**config.mk**
```make
export PLATFORM = sky130hd
export DESIGN_NAME = rom_rr_arbiter
export DESIGN_NICKNAME = d
export VERILOG_FILES = /design/src/rtl/rom_rr_arbiter.sv
export SDC_FILE = /design/constraint.sdc
export NUM_CORES = 1
export LEC_CHECK = 0
export CAP_MARGIN = 10
export CORE_MARGIN = 2
export CORE_UTILIZATION = 42
export CTS_CLUSTER_SIZE = 28
export DETAILED_ROUTE_END_ITERATION = 8
export PLACE_DENSITY = 0.78
export SKIP_CTS_REPAIR_TIMING = 1
export SLEW_MARGIN = 20
export SYNTH_ARGS = -nofsm -noshare
export SYNTH_HDL_FRONTEND = slang
export SYNTH_SLANG_ARGS = --single-unit
```
**constraint.sdc**
```tcl
create_clock -name clk -period 2.4 [get_ports clk]
set_input_delay 0.48 -clock clk [delete_from_list [all_inputs] [get_ports clk]]
set_output_delay 0.48 -clock clk [all_outputs]
set_load 0.01 [all_outputs]
```
**src/rtl/rom_rr_arbiter.sv**
```systemverilog
// rom_rr_arbiter
//   Shares one synchronous single-port ROM between NREQ requesters using
//   round-robin arbitration. One read is in flight at a time, sequenced by a
//   three-state FSM (IDLE -> READ -> CAPT -> IDLE). All outputs are registered.
//
// Ports
//   clk        system clock, rising edge
//   rst        asynchronous, active-high reset
//   req        level request per requester
//   req_addr   packed addresses, requester i uses [i*AW +: AW]
//   gnt        one-hot, one-cycle grant pulse
//   rsp_valid  one-hot, one-cycle response pulse
//   rsp_data   ROM word of the latest response (held until the next one)
//   rom_en     ROM enable
//   rom_addr   ROM address
//   rom_data   ROM data_out (valid the cycle after the ROM samples en/addr)
//   dbg_state  current FSM state, for observation only
//
// Handshake: a requester raises req[i] with a stable req_addr slice and keeps
// it high until it sees rsp_valid[i]. The arbiter answers with a gnt[i] pulse
// (edge E0), then an rsp_valid[i] pulse with rsp_data (edge E2). Once granted,
// the transaction always completes, even if req[i] drops; only reset aborts it.
module rom_rr_arbiter #(
  parameter int NREQ = 4,
  parameter int AW   = 3,
  parameter int DW   = 8
) (
  input  logic               clk,
  input  logic               rst,
  input  logic [NREQ-1:0]    req,
  input  logic [NREQ*AW-1:0] req_addr,
  output logic [NREQ-1:0]    gnt,
  output logic [NREQ-1:0]    rsp_valid,
  output logic [DW-1:0]      rsp_data,
  output logic               rom_en,
  output logic [AW-1:0]      rom_addr,
  input  logic [DW-1:0]      rom_data,
  output logic [1:0]         dbg_state
);

  localparam int IW = (NREQ > 1) ? $clog2(NREQ) : 1;

  localparam logic [1:0] S_IDLE = 2'd0;
  localparam logic [1:0] S_READ = 2'd1;
  localparam logic [1:0] S_CAPT = 2'd2;

  localparam logic [NREQ-1:0] ONE = NREQ'(1);

  logic [1:0]      state;
  logic [IW-1:0]   ptr;   // last granted requester; search starts at ptr+1
  logic [IW-1:0]   cur;   // requester owning the transaction in flight
  logic [NREQ-1:0] eligible;
  logic            found;
  logic [IW-1:0]   pick;
  int              cand;

  assign dbg_state = state;

  // A requester answered in the previous cycle still has req high on this
  // edge; masking with rsp_valid keeps it from being re-granted immediately.
  always_comb begin
    eligible = req & ~rsp_valid;
    found    = 1'b0;
    pick     = '0;
    cand     = 0;
    for (int k = 1; k <= NREQ; k++) begin
      cand = int'(ptr) + k;
      if (cand >= NREQ) cand = cand - NREQ;
      if (!found && eligible[IW'(cand)]) begin
        found = 1'b1;
        pick  = IW'(cand);
      end
    end
  end

  always_ff @(posedge clk or posedge rst) begin
    if (rst) begin
      state     <= S_IDLE;
      gnt       <= '0;
      rsp_valid <= '0;
      rsp_data  <= '0;
      rom_en    <= 1'b0;
      rom_addr  <= '0;
      ptr       <= IW'(NREQ - 1);
      cur       <= '0;
    end else begin
      case (state)
        S_IDLE: begin
          rsp_valid <= '0;
          if (found) begin
            gnt      <= ONE << pick;
            rom_en   <= 1'b1;
            rom_addr <= req_addr[pick*AW +: AW];
            cur      <= pick;
            ptr      <= pick;
            state    <= S_READ;
          end
        end
        S_READ: begin
          // ROM samples en/addr on this edge; rom_addr keeps its value.
          gnt    <= '0;
          rom_en <= 1'b0;
          state  <= S_CAPT;
        end
        S_CAPT: begin
          rsp_data  <= rom_data;
          rsp_valid <= ONE << cur;
          state     <= S_IDLE;
        end
        default: begin
          gnt       <= '0;
          rsp_valid <= '0;
          rom_en    <= 1'b0;
          state     <= S_IDLE;
        end
      endcase
    end
  end

endmodule

```
======== Yosys cells after proc, flatten, opt, wreduce, memory -nomap -nowiden ========
Index checks and enable logic that the tools add are counted.
W data, S select, Z words.
cells by class
  mux-type cells .......................... 31
  shifts and indexed selects .............. 3
  $mul .................................... 1
  $lt $le $gt $ge ......................... 8
  equal/unequal tests ..................... 3
  divide/modulo/power cells ............... 0
  reduce and logical (&&, ||, !) cells .... 9
  $add $sub $neg .......................... 8
  bitwise gates (word level) .............. 3
operators by type and width
  operator               count
  $mux W2                9
  $lt A2 B4 Y1 const B   4
  $pmux W4 S2            2
  $mux W1                13
  $shiftx A12 B5 Y3      1
  $ge A3 B3 Y1 const B   3
  $bmux W1 S2            4
  $shl A1 B2 Y4 const A  2
  $sub A2 B1 Y2 const B  4
  $add A2 B2 Y3 const B  2
  $add A2 B3 Y4 const B  1
  $and A4 B4 Y4          1
  $ge A4 B3 Y1 const B   1
  $mul A2 B2 Y4 const B  1
  $mux W4                1
  $not A4 Y4             1
  $pmux W2 S2            1
  $reduce_and A2 Y1      2
  $add A2 B1 Y3 const B  1
  $logic_and A1 B1 Y1    3
  $logic_not A1 Y1       3
  $eq A2 B1 Y1 const B   1
  $eq A2 B2 Y1 const B   1
  $logic_not A2 Y1       1
  3 further kinds        3
word-level totals
  latch bits .............................. 0
  memory bits (writable) .................. 0
  word-level logic and storage cells ...... 74
  bits in read-only memories .............. 0
  bits in registers ....................... 26
  output and inout port bits .............. 22
  memories ................................ 0
  input port bits ......................... 26

======== Logic depth before layout (Yosys ltp) ========
  depth after elaboration ................. 19
  mapped depth ............................ 7

======== Worst setup path after synthesis ========
Ideal clock, no wire load.
  path type ............................... input -> register
  start point ............................. input req[1]
  end point ............................... register rom_addr[0]
  arrival ................................. 1569 ps
  stages .................................. 7
  required time ........................... 2262 ps
  library setup time ...................... 138 ps
  buffers on the path ..................... 1
  setup slack ............................. 693 ps
  path through ............................ nor2b_2 -> o41a_1 -> nand2b_1 -> buf_2 -> inv_2 -> nand2_2 -> o221ai_1
on the way
  word-level cells in the longest chain between the ends .. 16
  elaborated cells between the ends (all ways) .. 30
  those cells by class .................... mul: 1; shift: 1; mux: 20; bitwise: 1; reduce/logical: 7
ends and longest elaborated chain
  item                                        RTL line  RTL
  start, declared                             30        input logic [NREQ-1:0] req,
  $and A4 B4 Y4 *                             62        eligible = req & ~rsp_valid;
  $bmux W1 S2                                 69        if (!found && eligible[IW'(cand)]) begin
  $mux W1 (not written as such) (2 in a row)  69
  $mux W1                                     69
  $logic_not A1 Y1                            69
  $logic_and A1 B1 Y1                         69
  $mux W1                                     69
  $logic_not A1 Y1                            69
  $logic_and A1 B1 Y1                         69
  $mux W1                                     69
  $logic_not A1 Y1                            69
  $logic_and A1 B1 Y1                         69
  $mux W2                                     69
  $mul A2 B2 Y4                               93        rom_addr <= req_addr[pick*AW +: AW];
  $shiftx A12 B5 Y3                           93
  end signal, assigned                        93
  end, declared                               36        output logic [AW-1:0] rom_addr,
Every way passes the cells marked *; elsewhere a longest branch is shown, timed or not. The select of a mux whose other input is x is not followed.
A chain may end at the register's enable or synchronous reset.

======== Final worst setup path ========
  start point ............................. input req[1]
  end point ............................... register rom_addr[2]
Same word-level chain as after synthesis.

==> out/qor.yml <==
pwr-share-seq: 0.360
max_freq_ghz: 0.524
diodes: 0
grt.overflow.total: 0
grt_pass1_vias: 993
final_max_slew_viol_count: 0
drive_gt1_frac: 0.160
h-tree-depth: 1
grt_pass1_wl_um: 4400
clk_pin_slew_ps: 140
worst_setup_path_start_kind: "primary input"
cp_max_fo: 5
vias: 951
clock_power_share: 0.134
cts_tree: "yes"
setup_viol: 0
slowest_stage: "o41a_1"
dp_cells: 177
slew_headroom: 0.784
hold-worst-slack_ps: 491
syn_nets: 123
synth_area_um2: 1170
vdd_drop_max_mv: 0.858
clockBufferDepth: 2
yosysWarnings: 0
avgSynthCellArea_um2: 12.1
worst-slew-pin-transition_ps: 324
p_int_mw: 1.44
worstPathCellList: "clkdlybuf4s50_1, nor2b_2, o41a_1, nand2b_1, inv_2, nand2_2, o221ai_1"
worstReg2RegStart: "rsp_valid[2]"
layout_common_cells: "47 x clkdlybuf4s50_1, 24 x dfrtp_1, 10 x nand2_1"
routed_wl_um: 2760
power.density_nw_per_um2: 1260
wire_per_inst_um: 15.2
p_total_mw: 2.21
hold_viol_final: 0
grt_start_max_net_pins: 27
dieArea_um2: 3230
path_delay_family: "compound AO/OA/AOI/OAI gates"
io_pins: 48
routed_via_density: 5.25
synth.yosys.seq_area_share: 0.557
maxCapViolCount: 0
fin_area_um2: 1760
drt_iter0_markers: 14
die_w_um: 56.9
start_util: 0.433
grt_usage: 0.177
max_stage_delay_ps: 440
rsz0062_at_grt: "false"
cp_num_buf_inv: 2
synth_cell_type_count: 30
ctsRootBufferMaster: "clkbuf_4"
outcome: "completed"
rows: 19
gp_congestion: 0.865
switchingPower_mw: 0.775
cts_sinks: 26
num-nets-final: 177
rr_worst_depth: 6
syn_inst: 97
path_class: "in2reg"
finalCritPeriodShare: 0.795
cp.arrival_ps: 2110
numPortBuffers: 47
area_growth_pct: 49.7
required_ps: 2600
synth_edf_count: 0
setup_tns_ps: 0
first_pass_iters: 4
async_reset_ff_frac: 1.00
antenna_found_initial: 0
ys_seq_elements: 26
final_common_cell: "clkdlybuf4s50_1"
place.detailed.hpwl_um: 2180
ant_nets: 0
reg2reg_to: "rom_addr[2]"
clkLatencyLatePin_ps: 320
placed_area_um2: 1700
n_fill_cell: 232
finClkSkew_ps: 5.15
switching_share: 0.350
synthFlopType: "dfrtp_1"
critical_path_depth: 7
multi_input_area_um2: 485
end_kind: "register"
die_h_um: 56.9
finalCriticalPeriod_ps: 1910
core_region_area_um2: 2710
final-seq-area_um2: 653
min_path_type: "in2async"
reg2reg_setup_slack_ps: 670
numCtsBuffers: 3
drc_errors: 0
power.leakage_nw: 0.763
finalNonFillerCells: 181
p_comb_frac: 0.505
[sequential cells by signal, indices dropped and copies added, names as in the netlist]
register	flops
ptr	2
dbg_state	2
rsp_data	8
gnt	4
rom_en	1
rsp_valid	4
cur	2
rom_addr	3
[synth_stat cells, types with 2 or more instances]
cell type,count,area [um2]
o221ai_1,4,35.0
mux2_2,8,90.1
o21ai_0,4,20.0
a32o_1,4,40.0
a22o_1,2,17.5
nor2_1,3,11.3
nand2b_1,2,12.5
nand2_1,10,37.5
dfstp_2,2,52.6
dfrtp_1,24,601
a21oi_1,2,10.0
nor2b_1,3,18.8
a21boi_1,2,15.0
inv_1,6,22.5
mux2i_1,6,60.1
[worst reg2reg max path, stage by stage, from the launching register on]
cell	delay, ps
dfrtp_1	430
and2b_1	280
a21oi_1	130
a311oi_4	210
buf_4	220
mux2i_1	210
o221ai_1	140
[cells by family (layout without fill, tap and decap cells)]
family                 count (synthesis)  count (layout)  synth area share
AO/OA/AOI/OAI                         23              23             0.172
AND/OR/NAND/NOR                       25              25             0.114
multiplexers                          14              14             0.128
buffers and inverters                  9              62            0.0298
flip-flops                            26              26             0.557
[worst max path at each step]
stage	from	to	slack, ps
after detailed placement	req[1]	rom_addr[2]	140
after global routing	req[1]	rom_addr[2]	440
after CTS	req[1]	rom_addr[2]	480
after global placement	req[1]	rom_addr[2]	170
after floorplan	req[1]	rom_addr[0]	690
final	req[1]	rom_addr[2]	490
[layout make-up]
cell class                 count  share of cell area
clock buffer                   3              0.0128
clock inverter                 1              0.0171
inverter                       7              0.0150
multi-input combinational     62               0.276
sequential                    26               0.372
tap                           31              0.0221
timing repair buffer          51               0.285
[power by group through the flow]
| stage | registers [mW] | logic [mW] | clock network (mW) |
|---|---|---|---|
| detailed placement | 0.808 | 1.12 | 0 |
| global placement | 0.798 | 1.10 | 0 |
| finish | 0.798 | 1.12 | 0.297 |
| CTS | 0.801 | 1.13 | 0.302 |
| floorplan | 0.855 | 0.540 | 0 |
| global route | 0.828 | 1.20 | 0.325 |
[metal layers]
layer  wire length [um]  up-vias  share of wire  global-route usage
met5                  0        -              0                   0
met4                 21        0         0.0076              0.0532
met3                126        4          0.046              0.0484
met2               1450       23           0.53               0.309
met1               1160      467           0.42               0.211
li1                   -      457              -                   -
[stage by stage]
step / setup slack [ps] / utilization
after detailed placement: 139 / 0.629
final: 493 / 0.648
after global placement: 171 / 0.629
after CTS: 483 / 0.648
after global routing: 442 / 0.648
after floorplan: 693 / -
No activity file was read; power rests on OpenSTA's default activity.
